==> src/rtl/cpu_mem_loader_pkg.sv <==
// rtl/cpu_mem_loader_pkg.sv - op encodings and FSM state type for cpu_mem_loader
package cpu_mem_loader_pkg;

  localparam logic [1:0] OP_LOAD_IMEM = 2'd0;
  localparam logic [1:0] OP_LOAD_DMEM = 2'd1;
  localparam logic [1:0] OP_RUN       = 2'd2;
  localparam logic [1:0] OP_DUMP_DMEM = 2'd3;

  typedef enum logic [2:0] {
    ST_IDLE    = 3'd0,
    ST_LOAD    = 3'd1,
    ST_RUN     = 3'd2,
    ST_RD_REQ  = 3'd3,
    ST_RD_WAIT = 3'd4,
    ST_RD_HOLD = 3'd5
  } state_e;

endpackage

==> src/rtl/cpu_mem_loader.sv <==
// rtl/cpu_mem_loader.sv - host-side loader/runner/dumper for the cpu external memory ports
module cpu_mem_loader
  import cpu_mem_loader_pkg::*;
#(
  parameter int LEN_W     = 16,
  parameter int ADDR_STEP = 4,
  parameter int OP_W      = 2
) (
  input  logic             clk,
  input  logic             arst_n,
  input  logic             cmd_valid,
  output logic             cmd_ready,
  input  logic [OP_W-1:0]  cmd_op,
  input  logic [31:0]      cmd_base,
  input  logic [LEN_W-1:0] cmd_len,
  input  logic             in_valid,
  output logic             in_ready,
  input  logic [31:0]      in_data,
  output logic             out_valid,
  input  logic             out_ready,
  output logic [31:0]      out_data,
  output logic [31:0]      addr_ext,
  output logic             wen_ext,
  output logic             ren_ext,
  output logic [31:0]      wdata_ext,
  output logic [31:0]      addr_ext_2,
  output logic             wen_ext_2,
  output logic             ren_ext_2,
  output logic [31:0]      wdata_ext_2,
  input  logic [31:0]      rdata_ext_2,
  output logic             enable,
  output logic             busy,
  output logic             done
);

  localparam logic [31:0] STEP = 32'(ADDR_STEP);

  state_e           state_q, state_d;
  logic [OP_W-1:0]  op_q, op_d;
  logic [LEN_W-1:0] len_q, len_d;
  logic [LEN_W-1:0] idx_q, idx_d;
  logic [31:0]      addr_q, addr_d;

  logic [31:0]      addr_ext_q, addr_ext_d;
  logic             wen_ext_q, wen_ext_d;
  logic [31:0]      wdata_ext_q, wdata_ext_d;
  logic [31:0]      addr_ext2_q, addr_ext2_d;
  logic             wen_ext2_q, wen_ext2_d;
  logic             ren_ext2_q, ren_ext2_d;
  logic [31:0]      wdata_ext2_q, wdata_ext2_d;
  logic             out_valid_q, out_valid_d;
  logic [31:0]      out_data_q, out_data_d;
  logic             enable_q, enable_d;
  logic             done_q, done_d;

  logic             last_idx;
  logic [31:0]      addr_next;

  // Handshake readiness is a pure function of the state so the host sees it without a cycle of lag.
  assign cmd_ready = (state_q == ST_IDLE);
  assign in_ready  = (state_q == ST_LOAD);
  assign busy      = (state_q != ST_IDLE);

  assign ren_ext     = 1'b0;
  assign addr_ext    = addr_ext_q;
  assign wen_ext     = wen_ext_q;
  assign wdata_ext   = wdata_ext_q;
  assign addr_ext_2  = addr_ext2_q;
  assign wen_ext_2   = wen_ext2_q;
  assign ren_ext_2   = ren_ext2_q;
  assign wdata_ext_2 = wdata_ext2_q;
  assign out_valid   = out_valid_q;
  assign out_data    = out_data_q;
  assign enable      = enable_q;
  assign done        = done_q;

  // idx_q is the 0-based word (or cycle) index; the command finishes when it reaches len-1.
  assign last_idx  = (idx_q == (len_q - LEN_W'(1)));
  assign addr_next = addr_q + STEP;

  // Next-state and registered-output computation for the single command FSM.
  always_comb begin
    state_d      = state_q;
    op_d         = op_q;
    len_d        = len_q;
    idx_d        = idx_q;
    addr_d       = addr_q;
    addr_ext_d   = addr_ext_q;
    wdata_ext_d  = wdata_ext_q;
    addr_ext2_d  = addr_ext2_q;
    wdata_ext2_d = wdata_ext2_q;
    wen_ext_d    = 1'b0;
    wen_ext2_d   = 1'b0;
    ren_ext2_d   = 1'b0;
    enable_d     = 1'b0;
    done_d       = 1'b0;
    out_valid_d  = out_valid_q;
    out_data_d   = out_data_q;

    case (state_q)
      ST_IDLE: begin
        if (cmd_valid) begin
          op_d   = cmd_op;
          len_d  = cmd_len;
          addr_d = cmd_base;
          idx_d  = '0;
          if (cmd_len == '0) begin
            done_d = 1'b1;
          end else if (cmd_op == OP_W'(OP_RUN)) begin
            // enable rises the cycle after acceptance, so the first run cycle is issued here.
            enable_d = 1'b1;
            state_d  = ST_RUN;
          end else if (cmd_op == OP_W'(OP_DUMP_DMEM)) begin
            ren_ext2_d  = 1'b1;
            addr_ext2_d = cmd_base;
            state_d     = ST_RD_REQ;
          end else begin
            state_d = ST_LOAD;
          end
        end
      end

      ST_LOAD: begin
        if (in_valid) begin
          if (op_q == OP_W'(OP_LOAD_IMEM)) begin
            wen_ext_d   = 1'b1;
            addr_ext_d  = addr_q;
            wdata_ext_d = in_data;
          end else begin
            wen_ext2_d   = 1'b1;
            addr_ext2_d  = addr_q;
            wdata_ext2_d = in_data;
          end
          addr_d = addr_next;
          idx_d  = idx_q + LEN_W'(1);
          if (last_idx) begin
            done_d  = 1'b1;
            state_d = ST_IDLE;
          end
        end
      end

      ST_RUN: begin
        if (last_idx) begin
          done_d  = 1'b1;
          state_d = ST_IDLE;
        end else begin
          enable_d = 1'b1;
          idx_d    = idx_q + LEN_W'(1);
        end
      end

      ST_RD_REQ: begin
        state_d = ST_RD_WAIT;
      end

      ST_RD_WAIT: begin
        out_data_d  = rdata_ext_2;
        out_valid_d = 1'b1;
        state_d     = ST_RD_HOLD;
      end

      ST_RD_HOLD: begin
        if (out_ready) begin
          out_valid_d = 1'b0;
          if (last_idx) begin
            done_d  = 1'b1;
            state_d = ST_IDLE;
          end else begin
            idx_d       = idx_q + LEN_W'(1);
            addr_d      = addr_next;
            addr_ext2_d = addr_next;
            ren_ext2_d  = 1'b1;
            state_d     = ST_RD_REQ;
          end
        end
      end

      default: begin
        state_d = ST_IDLE;
      end
    endcase
  end

  // State, counters and all registered port outputs; reset abandons any command in flight.
  always_ff @(posedge clk) begin
    if (!arst_n) begin
      state_q      <= ST_IDLE;
      op_q         <= '0;
      len_q        <= '0;
      idx_q        <= '0;
      addr_q       <= '0;
      addr_ext_q   <= '0;
      wen_ext_q    <= 1'b0;
      wdata_ext_q  <= '0;
      addr_ext2_q  <= '0;
      wen_ext2_q   <= 1'b0;
      ren_ext2_q   <= 1'b0;
      wdata_ext2_q <= '0;
      out_valid_q  <= 1'b0;
      out_data_q   <= '0;
      enable_q     <= 1'b0;
      done_q       <= 1'b0;
    end else begin
      state_q      <= state_d;
      op_q         <= op_d;
      len_q        <= len_d;
      idx_q        <= idx_d;
      addr_q       <= addr_d;
      addr_ext_q   <= addr_ext_d;
      wen_ext_q    <= wen_ext_d;
      wdata_ext_q  <= wdata_ext_d;
      addr_ext2_q  <= addr_ext2_d;
      wen_ext2_q   <= wen_ext2_d;
      ren_ext2_q   <= ren_ext2_d;
      wdata_ext2_q <= wdata_ext2_d;
      out_valid_q  <= out_valid_d;
      out_data_q   <= out_data_d;
      enable_q     <= enable_d;
      done_q       <= done_d;
    end
  end

endmodule

==> config.mk <==
export PLATFORM = sky130hd
export DESIGN_NAME = cpu_mem_loader
export DESIGN_NICKNAME = d
export VERILOG_FILES = /design/src/rtl/cpu_mem_loader_pkg.sv /design/src/rtl/cpu_mem_loader.sv
export SDC_FILE = /design/constraint.sdc
export NUM_CORES = 1
export LEC_CHECK = 0
export CORE_UTILIZATION = 53
export DETAILED_ROUTE_END_ITERATION = 7
export PLACE_DENSITY = 0.93
export SYNTH_ARGS = -nofsm -noshare
export SYNTH_HDL_FRONTEND = slang
export SYNTH_SLANG_ARGS = --single-unit
==> constraint.sdc <==
create_clock -name clk -period 9.01 [get_ports clk]
set_input_delay 1.802 -clock clk [delete_from_list [all_inputs] [get_ports clk]]
set_output_delay 1.802 -clock clk [all_outputs]
set_load 0.02 [all_outputs]
After elaboration in Yosys (flattened, before gate mapping):

Cells that the tools add are included.

* register bits: 235
* word-level logic and storage cells: 99

* add/sub/neg operators: 3
* equality and inequality tests: 16
* muxes and demuxes: 47
* bitwise gates (word level): 1
* reduce and logical (&&, ||, !) cells: 16

Operators by type and width (number)
* 32-bit 2-to-1 mux: 10
* 32-bit one-hot mux with 3 select lines: 2
* 16-bit 2-to-1 mux: 4
* 16-bit one-hot mux with 4 select lines: 1
* 32-bit by 3-bit adder with 32-bit output (second input constant): 1
* 3-bit one-hot mux with 6 select lines: 1
* 1-bit 2-to-1 mux: 17
* 16-bit by 1-bit adder with 16-bit output (second input constant): 1
* 16-bit == test: 1
* 16-bit logical NOT: 1
* 16-bit by 1-bit subtractor with 16-bit output (second input constant): 1
* 3-bit 2-to-1 mux: 5
* 2-bit != test (second input constant): 7
* 3-bit AND reduction: 3
* 9-bit AND reduction: 1
* 4-bit AND reduction: 2
* 3-bit by 2-bit == test with 1-bit output (second input constant): 2
* 3-bit == test (second input constant): 2
* 2-bit 2-to-1 mux: 3
* 1-bit one-hot mux with 2 select lines: 3
* 3-bit nonzero test: 2
* 5-bit AND reduction: 1
* 2-bit == test (second input constant): 2
* 1-bit one-hot mux with 4 select lines: 1
* 8 further kinds: 9

Depth between registers and ports, before layout:

Gate-level depths: netlist of the first run.

* word-level depth: 6
* mapped depth: 13

Least setup slack after synthesis of the first run:

Ideal clock, no wire load.

* path kind: input -> register
* from: in out_ready
* to: reg idx_q[14]
* setup time: 0.071 ns
* data arrival time: 3.194 ns
* setup slack: 5.745 ns
* stages: 6
* path buffers: 0
* cells stage by stage: nand2_1 > a21boi_0 > o21ai_0 > nand2_4 > or4_1 > a21oi_1

* cells in the longest elaborated chain, start to end: 2

Ends and longest elaborated chain
* start, declared: RTL line cpu_mem_loader.sv:20 `input logic out_ready,`
* 2-bit != test (no line)
* 4-bit AND reduction (no line)
* end signal, assigned: RTL line cpu_mem_loader.sv:208 `idx_q <= idx_d;`
* end, declared: RTL line cpu_mem_loader.sv:41 `logic [LEN_W-1:0] idx_q, idx_d;`

No other way between the ends.
A chain may end at the register's enable or synchronous reset.

Worst setup path in the final report of the first run:

* from: in cmd_valid
* to: reg addr_q[14]

* cells in the longest elaborated chain, start to end: 2

Ends and longest elaborated chain
* start, declared: RTL line cpu_mem_loader.sv:11 `input logic cmd_valid,`
* 2-bit != test (no line)
* 5-bit AND reduction (no line)
* end signal, assigned: RTL line cpu_mem_loader.sv:209 `addr_q <= addr_d;`
* end, declared: RTL line cpu_mem_loader.sv:42 `logic [31:0] addr_q, addr_d;`

No other way between the ends.

==> results.tsv, run 1 <==
metric	value	unit
final_cells	1894	
drt_wl_total	34730	um
grt_pass1_vias	10470	
die-width	144.5	um
gp_congestion	0.9699	
fin_tns_setup	0	ns
finalHoldViolations	0	
worst_slack	4.708	ns
syn_nets	1518	
synth_warnings	0	
fin_crit_sh	0.4775	
htreeDepth	1	
synth_edf_count	0	
netlist.top_cell.by_area	dfxtp_1	
fp.dieArea	0.02087	mm2
drt-initial-drc-count	1304	
worstReg2RegEnd	addr_q[14]	
worstPathMaxFanout	22	
core_area	0.01965	mm2
path_class	input pin to flop	
async_reset_ff_frac	0	
nets	1739	
fin_skew	0.01389	ns
worstHoldStart	addr_ext[15]	
drv_cap	0	
fp.dieH	144.5	um
io_pins	289	
cts_tree	yes	
cts_buffer_depth	3	
slew_viol_final	0	
dpl.cell_count	1855	
reg2reg_slack	5.16	ns
ys_seq_elements	235	
grt_max_degree	117	
rsz0062_at_grt	no	
worst_setup_path_end_kind	flop	
holdBufCountCts	0	
power.total	3.837	mW
overflow	0	
hp-class	flop to flop	
antenna_found_initial	0	
synth_flop_cell	dfxtp_1	
reg2reg_from	len_q[0]	
area_delta_synth_final	33.82	%
register_area	0.004705	mm2
worst_setup_path_start_kind	input pin	
syn_avg_cell_area	7.704	um2
holdPathStages	2	
ys_types	77	
p_leak	4.904	nW
min_to	addr_ext[15]	
netlist.area_leader.share	0.4374	
final_cell_mix	nand2_1, clkdlybuf4s50_1, dfxtp_1, a21oi_1, nor2_1	
port_buffers	287	
post-route-min-period	4.302	ns
syn_area	0.01076	mm2
crit_required	9.44	ns
track_usage	0.3205	
worst_pin_slew	1.196	ns
cts_sinks	235	
grt_pass1_wl	53140	um
status	finished, final reports clean	
relSlewSlack	0.2028	
ant_nets	0	
multiInputGateArea	0.005560	mm2
hold_slack	0.4519	ns
wl_per_cell	18.33	um
ctsResizeCount	0	
antenna_cells	0	
r2r.worst_path.cells	10	
finalSetupViolCount	0	
dp_slack	4.429	ns
ir_worst_vdd	0.1737	mV
p_per_area	266.6	mW/mm2
cts_root_buf	clkbuf_16	
dr.pass1.iters	5	
postCtsSetupBuffers	0	
place_hpwl	23270	um
drcViolationCount	0	
cp.arrival	4.73	ns
synth_area_leaders	dfxtp_1, nand2_1, a21oi_1, o21ai_0, clkbuf_1	
clk_pin_slew_worst_paths	0.06	ns
vias_per_cell	5.967	
final_common_cell	nand2_1	
clk_latency	0.52	ns
cts_buffers	25	
drive_gt1_frac	0.05463	
nFillCells	1428	
fmax	232.5	MHz
start_util	0.5472	
syn_inst	1396	
num_rows	51	
ys_seq_area_frac	0.4374	
via_count	11300	
==> area by class of cell <==
| type | count | share of cell area |
|---|---|---|
| clock inverter | 9 | 0.008693 |
| multi-input combinational | 1044 | 0.3863 |
| timing repair buffer | 300 | 0.2064 |
| clock buffer | 30 | 0.04547 |
| sequential | 235 | 0.3269 |
| inverter | 11 | 0.003217 |
| tap | 265 | 0.02304 |
==> Yosys cell counts, types with 5 or more instances <==
| library cell | number |
|---|---|
| a21oi_1 | 183 |
| and2_1 | 5 |
| and3_1 | 8 |
| buf_1 | 7 |
| buf_2 | 7 |
| buf_6 | 5 |
| clkbuf_1 | 81 |
| dfxtp_1 | 235 |
| inv_1 | 10 |
| mux2i_1 | 22 |
| nand2_1 | 401 |
| nand3_1 | 31 |
| nand4_1 | 16 |
| nor2_1 | 78 |
| nor3_1 | 11 |
| nor4_1 | 13 |
| o211ai_1 | 9 |
| o21ai_0 | 68 |
| o21ai_1 | 11 |
| o22ai_1 | 6 |
| o22ai_2 | 9 |
| o31a_1 | 8 |
| o31ai_1 | 15 |
| or2_2 | 6 |
| or3_1 | 12 |
| or4_1 | 7 |
| xnor2_1 | 28 |
| xor2_1 | 24 |
==> power breakdown <==
group          total [mW]  switching, mW  leakage [nW]  internal (mW)
Sequential           1.40          0.192          1.91           1.21
Clock                1.01          0.413         0.378          0.597
Combinational        1.43          0.868          2.62          0.563
==> metal layers <==
metal  track usage  share of wire  vias to the layer above
met1        0.3968           0.39                     5299
li1              -              -                     5204
met5             0              0                        -
met3       0.08079           0.10                      130
met2        0.5223           0.47                      668
met4        0.1468          0.045                        0
==> worst max path at each step <==
stage,from,end,slack [ns],cells past startpoint
floorplan,out_ready,idx_q[14],5.75,6
global placement,cmd_valid,addr_q[30],4.58,6
detailed placement,cmd_valid,addr_q[29],4.43,6
CTS,cmd_valid,addr_q[14],4.88,6
global route,cmd_valid,addr_q[14],4.59,6
finish,cmd_valid,addr_q[14],4.71,6
==> metrics by stage <==
stage                       util  cell area [um2]
after floorplan                -            10760
after global placement    0.6926            13610
after detailed placement  0.6926            13610
after CTS                 0.7323            14390
after global routing      0.7323            14390
final                     0.7323            14390
==> logic make-up after synthesis <==
kind of cell | after synthesis | share of synthesized area
xor gates and xnor gates | 52 | 0.04235
AOI/OAI and AO/OA | 349 | 0.1939
and+or+nand+nor | 617 | 0.2543
DFF | 235 | 0.4374
adders and majority gates | 3 | 0.003490
muxes | 22 | 0.02047
other | 1 | 0.0003487
buffers and inverters | 117 | 0.04770
==> critical path, stage by stage <==
cell and delay [ns]:
clkdlybuf4s50_1 0.48, nand2_1 0.61, nand2_1 0.49, a211oi_2 0.90, o21ai_0 0.30, o21ai_0 0.15
==> registers in the layout, indices dropped and copies added (netlist names) <==
signal,flops
out_valid,1
len_q,16
idx_q,16
wen_ext_2,1
addr_q,32
state_q,3
wdata_ext,32
addr_ext_2,32
done,1
addr_ext,32
enable,1
ren_ext_2,1
out_data,32
wen_ext,1
op_q,2
wdata_ext_2,32
(Power assumes the default switching activity.)
==> run 2, diff against run 1 <==
--- a/config.mk
+++ b/config.mk
@@ -5,9 +5,9 @@
 export SDC_FILE = /design/constraint.sdc
 export NUM_CORES = 1
 export LEC_CHECK = 0
-export CORE_UTILIZATION = 53
+export CORE_UTILIZATION = 49
 export DETAILED_ROUTE_END_ITERATION = 7
-export PLACE_DENSITY = 0.93
+export PLACE_DENSITY = 0.88
 export SYNTH_ARGS = -nofsm -noshare
 export SYNTH_HDL_FRONTEND = slang
 export SYNTH_SLANG_ARGS = --single-unit
==> constraint.sdc (replaced) <==
create_clock -name clk -period 4.33 [get_ports clk]
set_input_delay 0.866 -clock clk [delete_from_list [all_inputs] [get_ports clk]]
set_output_delay 0.866 -clock clk [all_outputs]
set_load 0.02 [all_outputs]
==> run 2 against run 1 <==
Against the previous run: final cell count rose by 1.2%; utilization down 5.1 points; critical endpoint is now addr_ext_2[10]; hold slack better by 0.0011 ns.
==> results.tsv, run 2 (synthesized netlist as in run 1, its figures left out) <==
metric	value	unit
vias_per_cell	5.682	
crit_chain	inv_1, ha_1, or3b_2, or3_1, mux2i_1, o211a_1, and4b_4, nor2_4, buf_4, mux2i_1, nor2_1	
drt-initial-drc-count	851	
grt_pass1_wl	52850	um
cts_root_buf	clkbuf_16	
fp.dieH	150.2	um
drt_wl_total	33900	um
rsz0062_at_grt	no	
worst_pin_slew	0.9785	ns
path_class	flop to flop	
start_util	0.5053	
p_leak	4.962	nW
fp.dieArea	0.02255	mm2
worst_setup_path_start_kind	flop	
register_area	0.004705	mm2
fin_skew	0.01643	ns
gp_congestion	0.9291	
core_area	0.02129	mm2
cts_buffer_depth	3	
postCtsSetupBuffers	0	
fmax	293.9	MHz
ant_nets	0	
worstPathMaxFanout	19	
grt_pass1_vias	10390	
cp_top_family	simple AND/OR/NAND/NOR gates	
overflow	0	
cp.arrival	3.81	ns
cts_tree	yes	
relSlewSlack	0.3469	
critPathBufInv	2	
num_rows	53	
finalHoldViolations	0	
status	finished, final reports clean	
post-route-min-period	3.403	ns
holdBufCountCts	0	
io_pins	289	
crit_slowest_cell	or3b_2	
crit_start	len_q[0]	
clk_pin_slew_worst_paths	0.06	ns
nFillCells	1637	
worstHoldStart	wdata_ext[13]	
crit_required	4.73	ns
reg2reg_from	len_q[0]	
die-width	150.2	um
wl_per_cell	17.68	um
r2r.worst_path.cells	11	
area_delta_synth_final	34.83	%
holdPathStages	2	
design_area	0.01450	mm2
nets	1744	
min_to	wdata_ext[13]	
final_cell_mix	nand2_1, clkdlybuf4s50_1, dfxtp_1, a21oi_1, nor2_1	
p_per_area	551.9	mW/mm2
worstReg2RegEnd	addr_ext_2[10]	
hold_slack	0.4531	ns
track_usage	0.2934	
reg2reg_slack	0.93	ns
final_common_cell	nand2_1	
port_buffers	287	
place_hpwl	23020	um
drv_cap	0	
htreeDepth	1	
antenna_found_initial	1	
post_dp_cell_area	0.01367	mm2
cts_sinks	235	
worst_setup_path_end_kind	flop	
grt_max_degree	132	
fin_tns_setup	0	ns
ir_worst_vdd	0.3973	mV
fin_crit_sh	0.7858	
finalSetupViolCount	0	
dr.pass1.iters	5	
hp-class	flop to flop	
drive_gt1_frac	0.05976	
cp_common_cell	mux2i_1	
ctsResizeCount	0	
clk_latency	0.54	ns
multiInputGateArea	0.005565	mm2
slew_viol_final	0	
drcViolationCount	0	
via_count	10890	
cts_buffers	26	
crit_path_max_incr_delay	0.50	ns
## run 2: cell types whose count changed in the layout (fill, tap and decap cells not counted), sizes merged
cell / previous run / this run
buf: 13 / 17
bufinv: 3 / 1
clkbuf: 30 / 37
clkinv: 4 / 8
clkinvlp: 2 / 0
diode: 0 / 2
## run 2: layout make-up
cell class / instances / area share
Antenna cell: 2 / 0.0003451
Clock buffer: 37 / 0.05116
Clock inverter: 9 / 0.005608
Inverter: 11 / 0.003192
Multi-Input combinational cell: 1044 / 0.3838
Sequential cell: 235 / 0.3244
Tap cell: 275 / 0.02373
Timing Repair Buffer: 304 / 0.2078
## run 2: power by group
part / switching (mW) / total (mW) / internal, mW
Sequential: 0.430 / 2.94 / 2.51
Clock: 0.891 / 2.14 / 1.25
Combinational: 1.74 / 2.93 / 1.18
## run 2: per-stage QoR
step / instances / power (mW) / setup slack [ns] / util
3_3_place_gp: 1869 / 5.766 / 0.9496 / 0.6423
3_5_place_dp: 1869 / 5.856 / 0.8868 / 0.6423
2_1_floorplan: 1396 / 4.858 / 1.448 / -
6_report: 1917 / 8.003 / 0.9275 / 0.6812
5_1_grt: 1916 / 8.404 / 0.6608 / 0.6811
4_1_cts: 1915 / 8.000 / 0.9338 / 0.6810
## run 2: worst max path at each step
stage	cells after the start	slack, ns	to
6_report	11	0.93	addr_ext_2[10]
2_1_floorplan	12	1.45	addr_q[12]
4_1_cts	11	0.93	addr_ext_2[10]
5_1_grt	9	0.66	addr_ext_2[30]
3_5_place_dp	9	0.89	addr_ext_2[8]
3_3_place_gp	9	0.95	addr_ext_2[6]
## run 2: worst min-delay path, cell delays in order, from the launching register on
cell     delay [ns]
dfxtp_1        0.30
nand2_1        0.05
a21oi_1        0.05
## run 2: metal layers
metal / vias to the layer above / routed length [um] / track usage
met5: - / 0 / 0
met2: 513 / 15530 / 0.4690
li1: 5222 / - / -
met4: 0 / 1729 / 0.1561
met3: 108 / 2909 / 0.06061
met1: 5050 / 13720 / 0.3715
==> run 3, diff against run 2 <==
--- a/config.mk
+++ b/config.mk
@@ -5,9 +5,9 @@
 export SDC_FILE = /design/constraint.sdc
 export NUM_CORES = 1
 export LEC_CHECK = 0
-export CORE_UTILIZATION = 49
+export CORE_UTILIZATION = 44
 export DETAILED_ROUTE_END_ITERATION = 7
-export PLACE_DENSITY = 0.88
+export PLACE_DENSITY = 0.84
 export SYNTH_ARGS = -nofsm -noshare
 export SYNTH_HDL_FRONTEND = slang
 export SYNTH_SLANG_ARGS = --single-unit
==> constraint.sdc (replaced) <==
create_clock -name clk -period 2.8 [get_ports clk]
set_input_delay 0.56 -clock clk [delete_from_list [all_inputs] [get_ports clk]]
set_output_delay 0.56 -clock clk [all_outputs]
set_load 0.02 [all_outputs]
==> run 3 against run 2 <==
Against the previous run: the run now ends with negative setup slack left; count of clock-buffer cells in the layout is 2 higher; non-clock buffer count is 71 higher; maximum frequency is 20% higher; final cell count is 6.3% higher; global-route usage is 1.8 points lower; via count is 3.9% higher; clock power is 77% higher; critical path type unchanged; critical endpoint is now addr_q[18]; largest power group is now combinational cells; highest routed layer unchanged.
==> results.tsv, run 3 (synthesized netlist as in run 1, its figures left out) <==
metric	value	unit
drv_cap	0	
start_util	0.4528	
ir_worst_vdd	0.5658	mV
drcViolationCount	0	
cts_sinks	235	
vias_per_cell	5.555	
status	finished, violations left	
final_cell_mix	nand2_1, clkdlybuf4s50_1, dfxtp_1, a21oi_1, nor2_1	
antenna_found_initial	1	
fmax	351.5	MHz
nets	1818	
clk_pin_slew_worst_paths	0.06	ns
ant_nets	0	
worstPathMaxFanout	8	
drive_gt1_frac	0.1275	
grt_pass1_wl	55130	um
fin_crit_sh	1.016	
wl_per_cell	17.80	um
cts_tree	yes	
track_usage	0.2758	
overflow	0	
p_per_area	894.0	mW/mm2
worst_pin_slew	0.9747	ns
worst_setup_path_start_kind	flop	
slew_viol_final	0	
post-route-min-period	2.845	ns
worst_setup_path_end_kind	flop	
grt_pass1_vias	10870	
clock_power_share	0.272	
grt_max_degree	123	
worst_slack	-0.04502	ns
via_count	11320	
cts_buffer_depth	3	
relSlewSlack	0.3502	
cts_root_buf	clkbuf_16	
clk_latency	0.55	ns
final_cells	2037	
path_class	flop to flop	
finalHoldViolations	0	
port_buffers	287	
dpl.cell_count	1973	
drt-initial-drc-count	1142	
gp_congestion	0.9319	
drt_wl_total	36260	um
finalSetupViolCount	23	
cp.arrival	3.32	ns
place_hpwl	24750	um
rsz0062_at_grt	yes	
dr.pass1.iters	5	
hold_slack	0.4070	ns
fin_skew	0.02364	ns
p_leak	5.472	nW
cts_buffers	27	
fp.dieH	158.3	um
design_area	0.01556	mm2
io_pins	289	
p_sw_frac	0.3709	
fp.dieArea	0.02507	mm2
die-width	158.3	um
p_int	8.753	mW
hp-class	input pin to flop	
area_delta_synth_final	44.69	%
num_rows	56	
violations	negative setup slack	
p_comb_frac	0.409	
power.switching	5.160	mW
power.total	13.91	mW
fin_tns_setup	-0.4278	ns
final_common_cell	nand2_1	
power.share.sequential	0.320	
htreeDepth	1	
post_dp_cell_area	0.01425	mm2
core_area	0.02375	mm2
crit_required	3.27	ns
## run 3: cell types whose count changed in the layout (fill, tap and decap cells not counted), moves of 3 or more
| cell | change |
|---|---|
| o21ai_1 | +13 |
| o21ai_0 | -22 |
| buf_6 | +5 |
| bufinv_16 | +3 |
| dfxtp_2 | +5 |
| o21ai_2 | +9 |
| a21oi_2 | +9 |
| dfxtp_1 | -5 |
| buf_12 | +6 |
| a21oi_1 | -9 |
| buf_4 | +57 |
## run 3: worst paths after layout
check	cells after the start	start	slack, ns	end
setup / recovery	12	len_q[1]	-0.05	addr_q[18]
hold / removal	3	arst_n	0.41	addr_q[4]
setup reg to reg	12	len_q[1]	-0.05	addr_q[18]
hold reg to reg	2	addr_ext[16]	0.45	addr_ext[16]
## run 3: final cells by class
type	instances	area [um2]
multi-input combinational	1046	5776
clock buffer	39	790.8
tap	319	399.1
antenna	1	2.502
inverter	11	46.29
fill	1880	8190
clock inverter	11	170.2
sequential	235	4711
timing repair buffer	375	3667
## run 3: power groups by stage
stage | combinational (mW) | sequential (mW) | clock [mW]
after CTS | 5.21 | 4.41 | 3.82
after floorplan | 2.91 | 4.62 | 0
final | 5.68 | 4.45 | 3.78
after detailed placement | 5.12 | 4.47 | 0
after global placement | 5.00 | 4.45 | 0
after global routing | 6.08 | 4.51 | 3.97
## run 3: routing by layer
| layer | GRT usage | vias up | wire [um] |
|---|---|---|---|
| li1 | - | 5371 | - |
| met1 | 0.3428 | 5308 | 14350 |
| met2 | 0.4597 | 521 | 17410 |
| met3 | 0.05689 | 116 | 2853 |
| met4 | 0.1213 | 0 | 1654 |
| met5 | 0 | - | 0 |
## run 3: metrics by stage
step | utilization | setup slack (ns)
final | 0.6552 | -0.04502
after global routing | 0.6552 | -0.1524
after CTS | 0.6418 | -0.01242
after detailed placement | 0.5998 | -0.1114
after global placement | 0.5998 | 0.01670
after floorplan | - | 0.04127
## run 3: worst max-delay path: stages (launching register included)
cell and delay (ns):
dfxtp_2 0.33, inv_2 0.06, ha_4 0.16, or4b_4 0.48
nor4b_4 0.34, a2111oi_4 0.07, nor4_4 0.34, buf_4 0.19
nand3_4 0.08, a211oi_4 0.34, buf_6 0.21, o21ai_1 0.08
o21ai_1 0.09
## run 3: timing repair
item                       4_1_cts  5_1_grt
setup endpoints to repair       63       73
resized for setup                9       71
setup buffers                    2        7
pin swaps                        0       31
hold buffers                     0        0
cloned                           0        4
==> patch 1, RTL diff (config.mk and constraints of run 2) <==
Reset style: asynchronous (`arst_n`), changed in one clocked block.
--- a/src/rtl/cpu_mem_loader.sv
+++ b/src/rtl/cpu_mem_loader.sv
@@ -183,7 +183,7 @@
   end
 
   // State, counters and all registered port outputs; reset abandons any command in flight.
-  always_ff @(posedge clk) begin
+  always_ff @(posedge clk or negedge arst_n) begin
     if (!arst_n) begin
       state_q      <= ST_IDLE;
       op_q         <= '0;
Function: differs if arst_n is asserted again (counterexample within 4 cycles, from zero or initial values and one cycle with arst_n low); with arst_n held inactive, the same outputs for 4 cycles.
==> patch 1 against run 2 <==
  * Sequential cell count stayed put
  * Final area is 7.2% higher
  * Die area is 7.3% higher
  * Largest cell class is now registers
  * Highest routed layer unchanged
  * Non-clock buffer count is 5 lower
  * Wire length is 3.3% lower
  * Area after synthesis is 7.4% higher
  * Setup slack worse by 490 ps
Power is not compared: it rests on default switching activity, and its combinational part moved more than twofold at a synthesized area within 25%.
==> patch 1: results (changes against run 2) <==
- Status: complete, no violations
- Slowest CP cell: sky130_fd_sc_hd__a31oi_4
- R2R cell count: 9 (-2)
- Fraction of the yosys area taken by sequential cells: 0.509 (+0.0716)
- Final Total Pwr: 12.8 mW
- Worst-case hold slack: 357 ps (-95.6 ps)
- Routed length on met1: 13000 um (-5.2%)
- Worst path arrival time: 4290 ps (+480 ps)
- Max Fanout on Critical Path: 17 (-2)
- Half-perimeter wire length after placement: 22400 um (-2.8%)
- Share of the clock period used by the worst path: 0.898 (+0.112)
- Distinct cell type count of the synthesized netlist: 66 (-14%)
- Pin slew with the least headroom to its limit: 992 ps (+13.4 ps)
- XOR/XNOR Fraction of Synth Area: 0.0341 (-0.00823)
- Routed wire length: 32800 um (-3.3%)
- Async set-reset flop share out of synthesis: 1.00 (+1.00)
- Pre-CTS setup slack: 480 ps (-406 ps)
- Largest net degree at the start of global routing: 101 (-23%)
- Final weighted congestion in routability-driven placement: 0.903 (-2.8%)
- Most common library cells after synthesis: sky130_fd_sc_hd__nand2_1, sky130_fd_sc_hd__dfrtp_1, sky130_fd_sc_hd__mux2_2, sky130_fd_sc_hd__o21ai_0, sky130_fd_sc_hd__clkbuf_1
- Met2 wire len: 15900 um (+2.4%)
- Post-DP Area: 0.0146 mm2 (+6.8%)
- Starting DRC count in detailed routing: 666 (-22%)
- FF-to-FF setup slack: 440 ps (-490 ps)
- Hold/Removal Path Class: in -> async
- Adder-cell share of the synthesized area: 0.00325 (-0.000241)
- Primary FF master, synth: sky130_fd_sc_hd__dfrtp_1
- Share of synthesized area spent on multiplexers: 0.116 (+0.0951)
- Vias after detailed routing: 9690 (-11%)
- Number of nets in the final layout: 1531 (-12%)
- Number of global-route vias before repair: 9913 (-4.6%)
- Critical path destination: addr_ext_2[20]$_DFFE_PN0P_
- Ranking of synthesized cells by area: sky130_fd_sc_hd__dfrtp_1, sky130_fd_sc_hd__nand2_1, sky130_fd_sc_hd__mux2_2
- Met3 Usage GRT: 0.0692 (+0.00856)
- Origin of the worst setup path: len_q[3]$_DFFE_PN0P_
- Share of post-route cells with drive strength above 1: 0.126 (+0.0662)
- Setup Skew: 25.2 ps (+8.77 ps)
- Syn_nets: 1286 (-15%)
- Global-route wire length before repair: 52700 um (-0.27%)
- Crit path largest cell delay: 750 ps (+250 ps)
- Cell family with most CP delay: compound AO/OA/AOI/OAI gates
- Mean Syn Cell Area: 9.93 um2 (+29%)
- Routing usage on met2: 0.455 (-0.0139)
- Global-route usage over all layers: 0.274 (-0.0191)
## patch 1: cell types whose count changed in the layout (fill, tap and decap cells not counted), moves of 10 or more
cell and change:
sky130_fd_sc_hd__mux2_4 +30, sky130_fd_sc_hd__nor2_1 -53, sky130_fd_sc_hd__o31ai_1 -10, sky130_fd_sc_hd__o211ai_1 +20
sky130_fd_sc_hd__a21oi_1 -174, sky130_fd_sc_hd__dfxtp_1 -235, sky130_fd_sc_hd__dfrtp_1 +235, sky130_fd_sc_hd__nand2b_1 +13
sky130_fd_sc_hd__o31a_1 +22, sky130_fd_sc_hd__nand2_1 -73, sky130_fd_sc_hd__xnor2_1 -16, sky130_fd_sc_hd__mux2_2 +66
## patch 1: layout make-up
cell class,count,area [um2]
Fill cell,1666,7300
Sequential cell,235,5880
Multi-Input combinational cell,838,5300
Timing Repair Buffer,299,2990
Clock buffer,33,737
Tap cell,313,392
Clock inverter,15,206
Inverter,9,33.8
Antenna cell,1,2.50
==> patch 2, RTL diff (config.mk and constraints of run 2) <==
Made on the original files. Set the parameter `OP_W` to 3 (it was 2).
--- a/src/rtl/cpu_mem_loader.sv
+++ b/src/rtl/cpu_mem_loader.sv
@@ -4,7 +4,7 @@
 #(
   parameter int LEN_W     = 16,
   parameter int ADDR_STEP = 4,
-  parameter int OP_W      = 2
+  parameter int OP_W      = 3
 ) (
   input  logic             clk,
   input  logic             arst_n,
Interface: changed (resized cmd_op); port bits go from 289 to 290. The function was not compared with the original's and may differ.
==> patch 2 against run 2 <==
  * The run now ends with DRC left
  * Final area is 2.8% higher
  * Synthesized cell count is 3.9% higher
  * Count of clock-buffer cells in the layout is 2 lower
  * Sequential cell count is 1 higher
  * Wire length is 2.4% lower
  * Highest routed layer unchanged
  * Area after synthesis is 3.0% higher
  * Core utilization is 0.42 points lower
  * Setup slack worse by 480 ps
  * Critical path type unchanged
  * Non-clock buffer count is 3 higher
  * Critical endpoint is now idx_q[5]$_SDFFE_PN0P_
  * Fmax is 12% lower
  * Via count is 0.76% higher
Power is not compared: it rests on default switching activity, and its combinational part moved more than twofold at a synthesized area within 25%.
==> patch 2: results (changes against run 2) <==
- Clkbuf count: 35 (-5.4%)
- Status: complete, but fails checks
- FF-to-FF setup slack: 450 ps (-480 ps)
- Share of synthesized area spent on multiplexers: 0.00723 (-0.0132)
- Slowest CP cell: sky130_fd_sc_hd__or4_1
- Final non-filler cell area: 0.0149 mm2 (+2.8%)
- DRC errors left: 13 (+13)
- Violated checks: DRC
- Total of flip-flops plus latches after synthesis: 236 (+0.43%)
- Syn_nets: 1573 (+3.6%)
- Routed wire length: 33100 um (-2.4%)
- Global-route usage over all layers: 0.278 (-0.0158)
- Tightest slew margin relative to the limit: 0.243 (-0.104)
- Routed length on met1: 13300 um (-3.3%)
- Worst path arrival time: 4340 ps (+530 ps)
- Vias after detailed routing: 11.0k (+0.76%)
- Maximum clock frequency: 258 MHz (-12%)
- Non-clock buffering overhead: 0.205 (-0.00313)
- Max Fanout on Critical Path: 11 (-8)
- Most common library cells after synthesis: sky130_fd_sc_hd__nand2_1, sky130_fd_sc_hd__dfxtp_1, sky130_fd_sc_hd__a21boi_0
- Number of nets in the final layout: 1788 (+2.5%)
- Post-DP Area: 0.0140 mm2 (+2.7%)
- Routing usage on met2: 0.461 (-0.00815)
- Adder-cell share of the synthesized area: 0.00339 (-0.000103)
- Synthesized-area fraction occupied by ao, oa, aoi and oai cells: 0.202 (+0.00829)
- Global routing usage on met1: 0.341 (-0.0303)
- Non-clock inverter count in the final layout: 10 (-1)
- Global-route wire length before repair: 52900 um (about the same)
- Multi-input gate share of the layout cell area: 0.394 (+0.0103)
- Met2 wire len: 15500 um (-0.33%)
- Setup Skew: 15.3 ps (-1.14 ps)
[patch 2: changes by cell type after synthesis, moves of 9 or more]
cell	run 2	this run
sky130_fd_sc_hd__o31ai_1	15	26
sky130_fd_sc_hd__nand2_1	401	445
sky130_fd_sc_hd__nand3_1	31	90
sky130_fd_sc_hd__clkbuf_1	81	96
sky130_fd_sc_hd__o22ai_1	6	21
sky130_fd_sc_hd__o21ai_0	68	38
sky130_fd_sc_hd__nor2_1	78	49
sky130_fd_sc_hd__a21oi_1	183	56
sky130_fd_sc_hd__mux2i_1	22	8
sky130_fd_sc_hd__a21boi_0	3	152
sky130_fd_sc_hd__and2_1	5	17
sky130_fd_sc_hd__o22ai_2	9	0
[patch 2: logic make-up after synthesis]
kind of cell,after synthesis
adder cells (fa/ha/maj),3
other,1
flip-flops,236
multiplexers,8
XOR/XNOR,57
AO/OA/AOI/OAI,328
buffers and inverters,130
AND/OR/NAND/NOR,687
